==> src/rtl/can_bit_destuffer_if.sv <==
// rtl/can_bit_destuffer_if.sv - bus-side signal bundle of the CAN bit destuffer
// master: upstream/decoder side, drives sync unit and frame decoder controls, observes bit stream
// slave : destuffer side, consumes sample strobes and controls, produces destuffed bit stream
interface can_bit_destuffer_if;
    logic syncIn;
    logic oneShotSample;
    logic syncCANClk;
    logic multiSelect;
    logic destuffEn;
    logic frameEnd;
    logic bitValid;
    logic bitOut;
    logic sofDetect;
    logic stuffDrop;
    logic stuffError;
    logic busIdle;

    modport master (
        output syncIn, oneShotSample, syncCANClk, multiSelect, destuffEn, frameEnd,
        input  bitValid, bitOut, sofDetect, stuffDrop, stuffError, busIdle
    );

    modport slave (
        input  syncIn, oneShotSample, syncCANClk, multiSelect, destuffEn, frameEnd,
        output bitValid, bitOut, sofDetect, stuffDrop, stuffError, busIdle
    );
endinterface

==> src/rtl/can_bit_destuffer.sv <==
// rtl/can_bit_destuffer.sv - CAN bit former, idle/SOF detector and bit destuffer
// clk    : system clock
// resetN : synchronous active-low reset
// bus    : slave side of can_bit_destuffer_if
//          in : syncIn, oneShotSample, syncCANClk, multiSelect, destuffEn, frameEnd
//          out: bitValid, bitOut, sofDetect, stuffDrop, stuffError (strobes), busIdle (level)
module can_bit_destuffer #(
    parameter int IDLE_BITS = 11,
    parameter int STUFF_LEN = 5
) (
    input  logic                 clk,
    input  logic                 resetN,
    can_bit_destuffer_if.slave   bus
);
    typedef enum logic [1:0] {WAIT_IDLE, IDLE, FRAME, ERROR} state_t;

    localparam logic [3:0] IDLE_CNT  = 4'(IDLE_BITS);
    localparam logic [2:0] STUFF_CNT = 3'(STUFF_LEN);

    state_t     state_q, state_d;
    logic [1:0] smp_q, smp_d;
    logic [1:0] cnt_q, cnt_d;
    logic       multi_q, multi_d;
    logic       clk_prev_q;
    logic [3:0] rec_q, rec_d;
    logic [2:0] run_q, run_d;
    logic       last_q, last_d;
    logic       valid_q, valid_d;
    logic       out_q, out_d;
    logic       sof_q, sof_d;
    logic       drop_q, drop_d;
    logic       err_q, err_d;
    logic       idle_q, idle_d;

    logic       fall;
    logic       multi_eff;
    logic       done;
    logic       bit_v;
    logic       fe_hit;
    logic [3:0] rec_base;

    always_ff @(posedge clk) begin
        if (!resetN) begin
            state_q    <= WAIT_IDLE;
            smp_q      <= '0;
            cnt_q      <= '0;
            multi_q    <= 1'b0;
            clk_prev_q <= 1'b0;
            rec_q      <= '0;
            run_q      <= '0;
            last_q     <= 1'b0;
            valid_q    <= 1'b0;
            out_q      <= 1'b1;
            sof_q      <= 1'b0;
            drop_q     <= 1'b0;
            err_q      <= 1'b0;
            idle_q     <= 1'b0;
        end else begin
            state_q    <= state_d;
            smp_q      <= smp_d;
            cnt_q      <= cnt_d;
            multi_q    <= multi_d;
            clk_prev_q <= bus.syncCANClk;
            rec_q      <= rec_d;
            run_q      <= run_d;
            last_q     <= last_d;
            valid_q    <= valid_d;
            out_q      <= out_d;
            sof_q      <= sof_d;
            drop_q     <= drop_d;
            err_q      <= err_d;
            idle_q     <= idle_d;
        end
    end

    always_comb begin
        smp_d     = smp_q;
        cnt_d     = cnt_q;
        multi_d   = multi_q;
        done      = 1'b0;
        fall      = clk_prev_q & ~bus.syncCANClk;
        // the mode for a bit is taken at its first sample
        multi_eff = (cnt_q == 2'd0) ? bus.multiSelect : multi_q;
        // third sample is used straight from the input, so only two are stored
        bit_v     = multi_eff ? ((smp_q[0] & smp_q[1]) | (smp_q[0] & bus.syncIn) | (smp_q[1] & bus.syncIn))
                              : bus.syncIn;

        // end of sampling window clears any partial bit, taking priority over a strobe
        if (fall) begin
            cnt_d = 2'd0;
        end else if (bus.oneShotSample) begin
            multi_d = multi_eff;
            if (cnt_q == 2'd0) smp_d[0] = bus.syncIn;
            else               smp_d[1] = bus.syncIn;
            if (!multi_eff || cnt_q == 2'd2) begin
                done  = 1'b1;
                cnt_d = 2'd0;
            end else begin
                cnt_d = cnt_q + 2'd1;
            end
        end
    end

    always_comb begin
        state_d = state_q;
        run_d   = run_q;
        last_d  = last_q;
        valid_d = 1'b0;
        out_d   = out_q;
        sof_d   = 1'b0;
        drop_d  = 1'b0;
        err_d   = 1'b0;

        // frameEnd overrides a coincident bit, which is then counted as in WAIT_IDLE
        fe_hit   = bus.frameEnd && (state_q == FRAME || state_q == ERROR);
        rec_base = fe_hit ? 4'd0 : rec_q;
        rec_d    = rec_base;
        if (done) begin
            if (!bit_v)                   rec_d = 4'd0;
            else if (rec_base != IDLE_CNT) rec_d = rec_base + 4'd1;
        end

        if (fe_hit) begin
            state_d = WAIT_IDLE;
        end else if (done) begin
            case (state_q)
                IDLE: begin
                    if (!bit_v) begin
                        valid_d = 1'b1;
                        out_d   = 1'b0;
                        sof_d   = 1'b1;
                        run_d   = 3'd1;
                        last_d  = 1'b0;
                        state_d = FRAME;
                    end
                end
                FRAME: begin
                    if (bus.destuffEn && run_q == STUFF_CNT) begin
                        if (bit_v != last_q) begin
                            drop_d = 1'b1;
                            run_d  = 3'd1;
                            last_d = bit_v;
                        end else begin
                            err_d   = 1'b1;
                            state_d = ERROR;
                        end
                    end else begin
                        valid_d = 1'b1;
                        out_d   = bit_v;
                        last_d  = bit_v;
                        if (!bus.destuffEn)     run_d = 3'd0;
                        else if (bit_v == last_q) run_d = run_q + 3'd1;
                        else                    run_d = 3'd1;
                    end
                end
                default: ;
            endcase
        end

        if ((state_d == WAIT_IDLE || state_d == ERROR) && rec_d == IDLE_CNT) state_d = IDLE;

        idle_d = (state_d == IDLE);
    end

    assign bus.bitValid   = valid_q;
    assign bus.bitOut     = out_q;
    assign bus.sofDetect  = sof_q;
    assign bus.stuffDrop  = drop_q;
    assign bus.stuffError = err_q;
    assign bus.busIdle    = idle_q;
endmodule

==> src/flat_wrapper.sv <==
// flat-port wrapper written by rule: the top's interface ports become plain ports
module can_bit_destuffer_flat 
#(
    parameter int IDLE_BITS = 11,
    parameter int STUFF_LEN = 5
)
  (clk, resetN, bus_syncIn, bus_oneShotSample, bus_syncCANClk, bus_multiSelect, bus_destuffEn, bus_frameEnd, bus_bitValid, bus_bitOut, bus_sofDetect, bus_stuffDrop, bus_stuffError, bus_busIdle);
  can_bit_destuffer_if bus_i ();
  input  logic clk;
  input  logic resetN;
  input wire logic [$bits(bus_i.syncIn)-1:0] bus_syncIn;
  input wire logic [$bits(bus_i.oneShotSample)-1:0] bus_oneShotSample;
  input wire logic [$bits(bus_i.syncCANClk)-1:0] bus_syncCANClk;
  input wire logic [$bits(bus_i.multiSelect)-1:0] bus_multiSelect;
  input wire logic [$bits(bus_i.destuffEn)-1:0] bus_destuffEn;
  input wire logic [$bits(bus_i.frameEnd)-1:0] bus_frameEnd;
  output wire logic [$bits(bus_i.bitValid)-1:0] bus_bitValid;
  output wire logic [$bits(bus_i.bitOut)-1:0] bus_bitOut;
  output wire logic [$bits(bus_i.sofDetect)-1:0] bus_sofDetect;
  output wire logic [$bits(bus_i.stuffDrop)-1:0] bus_stuffDrop;
  output wire logic [$bits(bus_i.stuffError)-1:0] bus_stuffError;
  output wire logic [$bits(bus_i.busIdle)-1:0] bus_busIdle;
  assign bus_i.syncIn = bus_syncIn;
  assign bus_i.oneShotSample = bus_oneShotSample;
  assign bus_i.syncCANClk = bus_syncCANClk;
  assign bus_i.multiSelect = bus_multiSelect;
  assign bus_i.destuffEn = bus_destuffEn;
  assign bus_i.frameEnd = bus_frameEnd;
  assign bus_bitValid = bus_i.bitValid;
  assign bus_bitOut = bus_i.bitOut;
  assign bus_sofDetect = bus_i.sofDetect;
  assign bus_stuffDrop = bus_i.stuffDrop;
  assign bus_stuffError = bus_i.stuffError;
  assign bus_busIdle = bus_i.busIdle;
  can_bit_destuffer #(.IDLE_BITS(IDLE_BITS), .STUFF_LEN(STUFF_LEN)) u_core (.clk(clk), .resetN(resetN), .bus(bus_i));
endmodule
==> config.mk <==
export PLATFORM = sky130hd
export DESIGN_NAME = can_bit_destuffer_flat
export DESIGN_NICKNAME = d
export VERILOG_FILES = /design/src/rtl/can_bit_destuffer_if.sv /design/src/rtl/can_bit_destuffer.sv /design/src/flat_wrapper.sv
export SDC_FILE = /design/constraint.sdc
export NUM_CORES = 1
export LEC_CHECK = 0
export CAP_MARGIN = 25
export CORE_MARGIN = 2
export CORE_UTILIZATION = 45
export CTS_CLUSTER_SIZE = 16
export DETAILED_ROUTE_END_ITERATION = 6
export PLACE_DENSITY_LB_ADDON = 0.15
export RECOVER_POWER = 25
export SLEW_MARGIN = 10
export SYNTH_ARGS = -nofsm -noshare
export SYNTH_HDL_FRONTEND = slang
export SYNTH_SLANG_ARGS = --single-unit
==> constraint.sdc <==
create_clock -name clk -period 3.3 [get_ports clk]
set_input_delay 0.66 -clock clk [delete_from_list [all_inputs] [get_ports clk]]
set_output_delay 0.66 -clock clk [all_outputs]
set_load 0.1 [all_outputs]
* Word-level counts from Yosys, hierarchy flattened
Index checks and enable logic that the tools add are counted. Widths: inputs -> output; s select.
Word-level totals: register bits after elaboration 22, bits of input ports 8, logic and storage cells 100
Operators by class: add/subtract/negate cells 3, equality and inequality tests 14, mux-type cells 34, bitwise logic cells 15, reduce and logical (&&, ||, !) cells 19
Operators by type and width (count):
- $mux 4 | 4
- $mux 3 | 5
- $mux 2 | 7
- $mux 1 | 13
- $reduce_and 5->1 | 2
- $not 1->1 | 9
- $eq 2x2->1 const B | 4
- $pmux 1 s2 | 3
- $pmux 3 s2 | 1
- $reduce_and 3->1 | 2
- $reduce_or 5->1 | 1
- $add 4x1->4 const B | 1
- $and 1x1->1 | 4
- $eq 2x1->1 const B | 2
- $eq 4x4->1 const B | 1
- $logic_not 2->1 | 2
- $ne 2x2->1 const B | 2
- $ne 4x4->1 const B | 1
- $pmux 2 s2 | 1
- $reduce_or 4->1 | 1
- $add 3x1->3 const B | 1
- $eq 3x3->1 const B | 1
- $logic_and 1x1->1 | 3
- $logic_or 1x1->1 | 3
- other kinds (10) | 11

* Longest topological paths before layout
Gate-level depths: netlist of the first run.
depth in word-level cells 15, gate-level depth with buffers 14, depth with buffers taken out 13

* Least setup slack after synthesis of the first run
Ideal clock, no wire load.
path kind reg-to-reg, from register u_core.state_q[0], to register u_core.idle_q, in the netlist u_core.bus.busIdle, setup time 0.071 ns, data arrival time 2.488 ns, required time 3.229 ns, path slack 0.741 ns, stages on the path, launching flop included 14, path buffers 1, period minus slack after synthesis 2.559 ns, cell sequence dfxtp_1 > inv_1 > ha_1 > clkbuf_1 > o21ai_1 > and2_1 > ha_1 > and3b_1 > and2_1 > nor3b_1 > o21bai_1 > a211oi_1 > o21ai_1 > a21oi_1
Between the ends: longest elaborated chain between the ends 12, elaborated cells between the ends (all ways) 24
Ends and longest elaborated chain:
- start, declared | line can_bit_destuffer.sv:20 | state_t state_q, state_d;
- start signal, assigned | line can_bit_destuffer.sv:59 | state_q <= state_d;
- $eq 2x2->1 (on tied branches) | line can_bit_destuffer.sv:115, can_bit_destuffer.sv:126
- $logic_or 1x1->1 | line can_bit_destuffer.sv:115 | fe_hit = bus.frameEnd && (state_q == FRAME || state_q == ERROR);
- $logic_and 1x1->1 | line can_bit_destuffer.sv:115
- $mux 4 | line can_bit_destuffer.sv:116 | rec_base = fe_hit ? 4'd0 : rec_q;
- $add 4x1->4 / $ne 4x4->1 (equally long branches) | line can_bit_destuffer.sv:120 | else if (rec_base != IDLE_CNT) rec_d = rec_base + 4'd1;
- $mux 4 | line can_bit_destuffer.sv:120
- $mux 4 | line can_bit_destuffer.sv:119 | if (!bit_v) rec_d = 4'd0;
- $mux 4 | line can_bit_destuffer.sv:118 | if (done) begin
- $eq 4x4->1 | line can_bit_destuffer.sv:160 | if ((state_d == WAIT_IDLE || state_d == ERROR) && rec_d == IDLE_CNT) state_d = IDLE;
- $logic_and 1x1->1 | line can_bit_destuffer.sv:160
- $mux 2 (*) | line can_bit_destuffer.sv:160
- $eq 2x1->1 (*) | line can_bit_destuffer.sv:162 | idle_d = (state_d == IDLE);
- end signal, assigned | line can_bit_destuffer.sv:72 | idle_q <= idle_d;
- end, declared | line can_bit_destuffer.sv:33 | logic idle_q, idle_d;
Mark *: on every way between the ends. The rest lies on a longest branch, timed or not. A chain may end at the register's enable or synchronous reset.

* Worst setup path after layout of the first run
from input port bus_frameEnd, to register u_core.idle_q, in the netlist u_core.bus.busIdle
Between the ends: longest elaborated chain between the ends 10, elaborated cells between the ends (all ways) 15
Ends and longest elaborated chain:
- start, declared | line flat_wrapper.sv:16 | input wire logic [$bits(bus_i.frameEnd)-1:0] bus_frameEnd;
- $logic_and 1x1->1 (*) | line can_bit_destuffer.sv:115
- $mux 4 | line can_bit_destuffer.sv:116
- $add 4x1->4 / $ne 4x4->1 (equally long branches) | line can_bit_destuffer.sv:120
- $mux 4 | line can_bit_destuffer.sv:120
- $mux 4 | line can_bit_destuffer.sv:119
- $mux 4 | line can_bit_destuffer.sv:118
- $eq 4x4->1 | line can_bit_destuffer.sv:160
- $logic_and 1x1->1 | line can_bit_destuffer.sv:160
- $mux 2 (*) | line can_bit_destuffer.sv:160
- $eq 2x1->1 (*) | line can_bit_destuffer.sv:162
Marks and branches as above.

==> results of run 1 <==
## per-layer routing
metal,global-route usage,up-vias,part of all wire
met5,0,-,0
met4,0.0764,0,0.012
met3,0.0363,4,0.036
met2,0.310,19,0.46
met1,0.227,522,0.49
li1,-,564,-
## synthesized netlist by cell type (2+ instances only)
cell type,count
o21ai_1,5
ha_1,8
inv_1,13
nand3_1,8
nor2_1,7
nand2_1,16
o21ai_0,2
nand2b_1,2
o21a_1,2
nor3b_1,2
dfxtp_1,22
mux2i_1,4
clkbuf_1,2
o2111ai_1,2
a21oi_1,11
and2_1,3
nand4_1,2
buf_2,2
and3_1,2
nor3_1,4
a211oi_1,5
## power by group
part	internal, uW	switching (uW)
clock	67.4	86.5
sequential	270	3.02
combinational	22.5	32.6
## registers in the layout, summed over array words and instances, names as in the netlist
register,count
u_core.last_q,1
u_core.multi_q,1
u_core.bus.sofDetect,1
u_core.rec_q,4
u_core.bus.busIdle,1
u_core.smp_q,2
u_core.cnt_q,2
u_core.state_q,2
u_core.bus.bitValid,1
u_core.bus.stuffError,1
u_core.clk_prev_q,1
u_core.run_q,3
u_core.bus.stuffDrop,1
u_core.bus.bitOut,1
## cell type report
class | count | area (um^2)
fill | 274 | 1260
multi-input combinational | 109 | 748
sequential | 22 | 440
timing repair buffer | 16 | 135
inverter | 14 | 52.6
tap | 31 | 38.8
clock buffer | 4 | 36.3
## worst min-delay path: stages, from the launching register on
cell and delay, ns:
dfxtp_1 0.35, nand2_1 0.06, a21oi_1 0.05
## worst max path at each step
| stage | startpoint | endpoint |
|---|---|---|
| floorplan | u_core.state_q[0]$_SDFF_PN0_ | u_core.bus.busIdle$_SDFF_PN0_ |
| global placement | bus_frameEnd | u_core.bus.busIdle$_SDFF_PN0_ |
| detailed placement | bus_frameEnd | u_core.bus.busIdle$_SDFF_PN0_ |
| CTS | bus_frameEnd | u_core.bus.busIdle$_SDFF_PN0_ |
| global route | bus_frameEnd | u_core.bus.busIdle$_SDFF_PN0_ |
| finish | bus_frameEnd | u_core.bus.busIdle$_SDFF_PN0_ |
## per-stage QoR
stage / hold slack, ns / std cells / area, um^2
floorplan: 0.446 / 149 / 1260
global placement: 0.459 / 192 / 1430
detailed placement: 0.465 / 192 / 1430
CTS: 0.483 / 196 / 1460
global route: 0.519 / 196 / 1450
finish: 0.480 / 196 / 1450
## cells by family after synthesis
| group | count (synthesis) | share of synthesized area |
|---|---|---|
| and+or+nand+nor | 52 | 0.205 |
| AOI/OAI and AO/OA | 41 | 0.237 |
| DFF | 22 | 0.349 |
| buffers and inverters | 18 | 0.0555 |
| adders and majority gates | 8 | 0.0793 |
| muxes | 6 | 0.0545 |
| xor gates and xnor gates | 2 | 0.0198 |
==> impl_metrics.csv, run 1 <==
group,metric,value,unit
cts,ctsHtreeMaxLevel,1,
placed_design,dp.final_hpwl,2.01,mm
timing,fin_crit_sh,0.874,
layout,nets,182,
timing,finClkSkew,0.00894,ns
timing,drv_slew,0,
worst_setup_path,path_max_fanout,8,
layout,mostFrequentLayoutCells,"dfxtp_1, nand2_1, inv_1, a21oi_1",
min_path,hold-path-cell-count,2,
synth,synth_top_cell_area_share,0.349,
floorplanning,fp-row-count,19,
timing,setup_ws,0.415,ns
worst_setup_path,reg2reg_from,"u_core.state_q[0]$_SDFF_PN0_",
worst_setup_path,cpPeakStageDelay,0.45,ns
worst_setup_path,critPathLaunchType,"input port",
layout,fin_util,0.536,
placed_design,pre_cts_ws,0.0919,ns
cts,cts_tree,"yes",
synth,postSynthCellCount,149,
synth,yosys_warnings,0,
synth,ys_seq_area_frac,0.349,
min_path,worstHoldPathType,"flip-flop to flip-flop",
synth,ys_top_cells_by_area,"dfxtp_1, ha_1, nand2_1",
cts,cts_setup_buffers,0,
synth,ys.flop_type,"dfxtp_1",
route,routed_via_density,5.66,
synth,synth_area,0.00126,mm^2
route,detail_route.wl_per_cell,13.5,um
global_routing,grt_pass1_vias,1079,
route,drc,0,
layout,drive_above_1_share,0.109,
min_path,hold_path_end,"u_core.cnt_q[1]$_SDFFE_PP0P_",
global_routing,gr-total-overflow,0,
worst_setup_path,cp-end-kind,"flip-flop",
route,drtAntennaViolNets,0,
route,first_pass_iters,4,
floorplanning,initial_core_util,0.466,
timing,hold_viol_final,0,
worst_setup_path,path_cells,"clkdlybuf4s50_1 -> o21ai_1 -> and2_1 -> ha_1 -> and3b_1 -> and2_1 -> nor3b_1 -> o21bai_1 -> a211oi_1 -> o21ai_1 -> a21oi_1",
power,power.density,332,mW/mm^2
timing,rsz0062_at_grt,"false",
placed_design,port_buffers,13,
layout,layout_commonest_cell,"dfxtp_1",
cts,cts.sinks,22,
synth,synth.ff_latch_count,22,
floorplanning,core_area,0.00271,mm^2
power,irDropWorstVdd,0.182,mV
global_routing,gr-usage-all-layers,0.183,
worst_setup_path,cp_num_buf_inv,1,
floorplanning,fp.dieH,57.0,um
timing,slew-limit-headroom,0.231,
cts,cts_buffers,3,
cts,clk_pin_slew_worst_paths,0.13,ns
power,total_power,482,uW
global_routing,antenna_found_initial,0,
timing,setup_viol,0,
min_path,worstHoldStart,"u_core.cnt_q[1]$_SDFFE_PP0P_",
worst_setup_path,r2r_end,"u_core.state_q[0]$_SDFF_PN0_",
synth,synth_edf_count,0,
floorplanning,dieWidth,57.0,um
worst_setup_path,critical_path.top_delay_family,"simple AND/OR/NAND/NOR gates",
global_routing,grt_pass1_wl,4.71,mm
worst_setup_path,worstPathRequired,3.55,ns
timing,period_needed,2.88,ns
cts,clock_latency,0.32,ns
cts,cts_buffer_depth,2,
worst_setup_path,crit_type,"input port to flip-flop",
layout,syn_to_final_growth,15.0,%
worst_setup_path,rr_worst_depth,12,
layout,antennaDiodeCount,0,
worst_setup_path,slowest_stage,"clkdlybuf4s50_1",
route,drt_iter0_drc,33,
synth,syn_nets,165,
outcome,status,"finished clean",
route,totalWireLength,2.64,mm
floorplanning,ios,14,
timing,worst_pin_slew,1.16,ns
power,p_leak,0.000548,uW
synth,synth_area_leader_cell,"dfxtp_1",
worst_setup_path,rrSetupSlack,0.56,ns
worst_setup_path,cp_num_cells,11,
job,maxCapViolCount,0,
floorplanning,die_area,0.00325,mm^2
cts,cts-hold-fix-buffers,0,
timing,fmax,347,MHz
worst_setup_path,arrival,3.13,ns
timing,tns,0,ns
cts,cts_resized,0,
cts,clk_root_buffer_cell,"clkbuf_4",
synth,async_flop_share,0,
synth,synth_cell_types,46,
placed_design,gp_congestion,0.768,
route,vias,1109,
synth,synth.avg_cell_area,8.47,um^2
global_routing,grt_max_degree,13,
Note: power is estimated with default switching activity, not from simulation.
==> run 2: changes to the inputs <==
--- a/config.mk
+++ b/config.mk
@@ -7,9 +7,10 @@
 export LEC_CHECK = 0
 export CAP_MARGIN = 25
 export CORE_MARGIN = 2
-export CORE_UTILIZATION = 45
+export CORE_UTILIZATION = 25
 export CTS_CLUSTER_SIZE = 16
 export DETAILED_ROUTE_END_ITERATION = 6
+export HOLD_SLACK_MARGIN = 0.12
 export PLACE_DENSITY_LB_ADDON = 0.15
 export RECOVER_POWER = 25
 export SLEW_MARGIN = 10
==> impl_metrics.csv, run 2 (synthesized netlist as in run 1, its figures left out) <==
group,metric,value,unit
layout,layout_commonest_cell,"dfxtp_1",
global_routing,gr-total-overflow,0,
floorplanning,dieWidth,75.1,um
cts,clk_root_buffer_cell,"clkbuf_8",
placed_design,gp_congestion,0.802,
timing,whs,0.474,ns
worst_setup_path,arrival,3.03,ns
layout,fin_cells,235,
power,irDropWorstVdd,0.122,mV
worst_setup_path,slowest_stage,"clkdlybuf4s50_1",
route,first_pass_iters,4,
worst_setup_path,rr_worst_depth,12,
power,power.density,330,mW/mm^2
worst_setup_path,path_cells,"clkdlybuf4s50_1 -> o21ai_1 -> and2_1 -> ha_1 -> and3b_1 -> and2_1 -> nor3b_1 -> o21bai_1 -> a211oi_1 -> o21ai_1 -> a21oi_1",
layout,drive_above_1_share,0.125,
layout,reg.largest.list,"u_core.rec_q (4), u_core.run_q (3)",
min_path,worstHoldStart,"u_core.cnt_q[1]$_SDFFE_PP0P_",
placed_design,pre_cts_ws,0.217,ns
worst_setup_path,crit_type,"input port to flip-flop",
power,seq_power_share,0.543,
global_routing,grt_pass1_wl,4.80,mm
worst_setup_path,cp_num_buf_inv,1,
global_routing,grt_pass1_vias,1097,
layout,syn_to_final_growth,20.3,%
route,detail_route.wl_per_cell,12.2,um
cts,clock_latency,0.26,ns
timing,worst_pin_slew,1.17,ns
placed_design,placedCellCount,232,
route,drc,0,
floorplanning,fp-row-count,25,
cts,cts_tree,"yes",
floorplanning,core_area,0.00479,mm^2
timing,finClkSkew,0.00393,ns
cts,clk_pin_slew_worst_paths,0.08,ns
power,power_frac_comb,0.121,
cts,cts.sinks,22,
job,maxCapViolCount,0,
floorplanning,die_area,0.00563,mm^2
layout,mostFrequentLayoutCells,"dfxtp_1, nand2_1, inv_1, a21oi_1",
global_routing,gr-usage-all-layers,0.112,
worst_setup_path,cpPeakStageDelay,0.45,ns
layout,nets,186,
route,totalWireLength,2.86,mm
worst_setup_path,critical_path.top_delay_family,"simple AND/OR/NAND/NOR gates",
worst_setup_path,path_max_fanout,4,
worst_setup_path,critPathLaunchType,"input port",
timing,drv_slew,0,
global_routing,antenna_found_initial,0,
timing,setup_viol,0,
power,p_sw,124,uW
placed_design,port_buffers,13,
global_routing,grt_max_degree,13,
floorplanning,ios,14,
cts,cts_resized,0,
route,vias,1132,
cts,ctsHtreeMaxLevel,1,
floorplanning,initial_core_util,0.264,
min_path,hold_path_end,"u_core.cnt_q[1]$_SDFFE_PP0P_",
timing,tns,0,ns
worst_setup_path,cp-end-kind,"flip-flop",
route,drtAntennaViolNets,0,
power,intPower,377,uW
layout,largest_reg_flops,4,
worst_setup_path,worstPathRequired,3.49,ns
timing,period_needed,2.84,ns
timing,fin_crit_sh,0.860,
worst_setup_path,r2r_end,"u_core.bus.busIdle$_SDFF_PN0_",
timing,rsz0062_at_grt,"false",
outcome,status,"finished clean",
cts,cts_buffer_depth,2,
power,swShare,0.248,
timing,fmax,353,MHz
worst_setup_path,reg2reg_from,"u_core.state_q[0]$_SDFF_PN0_",
cts,cts-hold-fix-buffers,0,
placed_design,dp.final_hpwl,2.23,mm
cts,cts_buffers,3,
timing,setup_ws,0.464,ns
cts,cts_setup_buffers,0,
floorplanning,fp.dieH,75.1,um
layout,max_flop_register,"u_core.rec_q",
timing,hold_viol_final,0,
timing,slew-limit-headroom,0.224,
layout,antennaDiodeCount,0,
power,p_leak,0.000563,uW
min_path,hold-path-cell-count,2,
worst_setup_path,rrSetupSlack,0.72,ns
route,routed_via_density,4.82,
min_path,worstHoldPathType,"flip-flop to flip-flop",
power,p_clk_frac,0.336,
route,drt_iter0_drc,67,
## run 2: cell count changes in the layout (fill, tap and decap cells not counted), sizes merged
cell,previous run,this run
dlygate4sd3,3,2
clkdlybuf4s50,6,5
buf,5,8
clkbuf,6,8
## run 2: layer usage
layer | global-route usage | vias to the layer above | wire [um]
met5 | 0 | - | 0
met4 | 0.0595 | 0 | 45
met3 | 0.0228 | 4 | 124
met2 | 0.177 | 22 | 1300
met1 | 0.144 | 534 | 1380
li1 | - | 572 | -
## run 2: worst max-delay path by stage
stage / to / slack, ns / start / cells past startpoint
2_1_floorplan: u_core.bus.busIdle$_SDFF_PN0_ / 0.74 / u_core.state_q[0]$_SDFF_PN0_ / 13
3_3_place_gp: u_core.bus.busIdle$_SDFF_PN0_ / 0.27 / bus_frameEnd / 11
3_5_place_dp: u_core.bus.busIdle$_SDFF_PN0_ / 0.22 / bus_frameEnd / 11
4_1_cts: u_core.bus.busIdle$_SDFF_PN0_ / 0.48 / bus_frameEnd / 11
5_1_grt: u_core.bus.busIdle$_SDFF_PN0_ / 0.21 / bus_frameEnd / 11
6_report: u_core.bus.busIdle$_SDFF_PN0_ / 0.46 / bus_frameEnd / 11
## run 2: metrics by stage
stage | instance area, um^2 | power [uW] | utilization
2_1_floorplan | 1260 | 315 | -
3_3_place_gp | 1500 | 339 | 0.313
3_5_place_dp | 1500 | 340 | 0.313
4_1_cts | 1540 | 512 | 0.321
5_1_grt | 1520 | 527 | 0.317
6_report | 1520 | 501 | 0.317
## run 2: area by class of cell
class | instances | area, um^2
timing repair buffer | 20 | 149
clock buffer | 3 | 41.3
inverter | 14 | 52.6
tap | 67 | 83.8
sequential | 22 | 440
fill | 515 | 3270
multi-input combinational | 109 | 752
## run 2: tightest hold or removal path, delay by kind of cell (launching register included)
kind	cells	cell delay, ns
flops	1	0.33
simple gates	1	0.06
compound gates	1	0.05
## run 2: power by group through the flow
stage                     Clock (uW)  Combinational [uW]  Sequential [uW]
after CTS                        179                61.3              272
after global routing             187                67.0              273
after global placement             0                61.0              278
after floorplan                    0                37.0              278
after detailed placement           0                61.1              279
final                            168                60.5              272
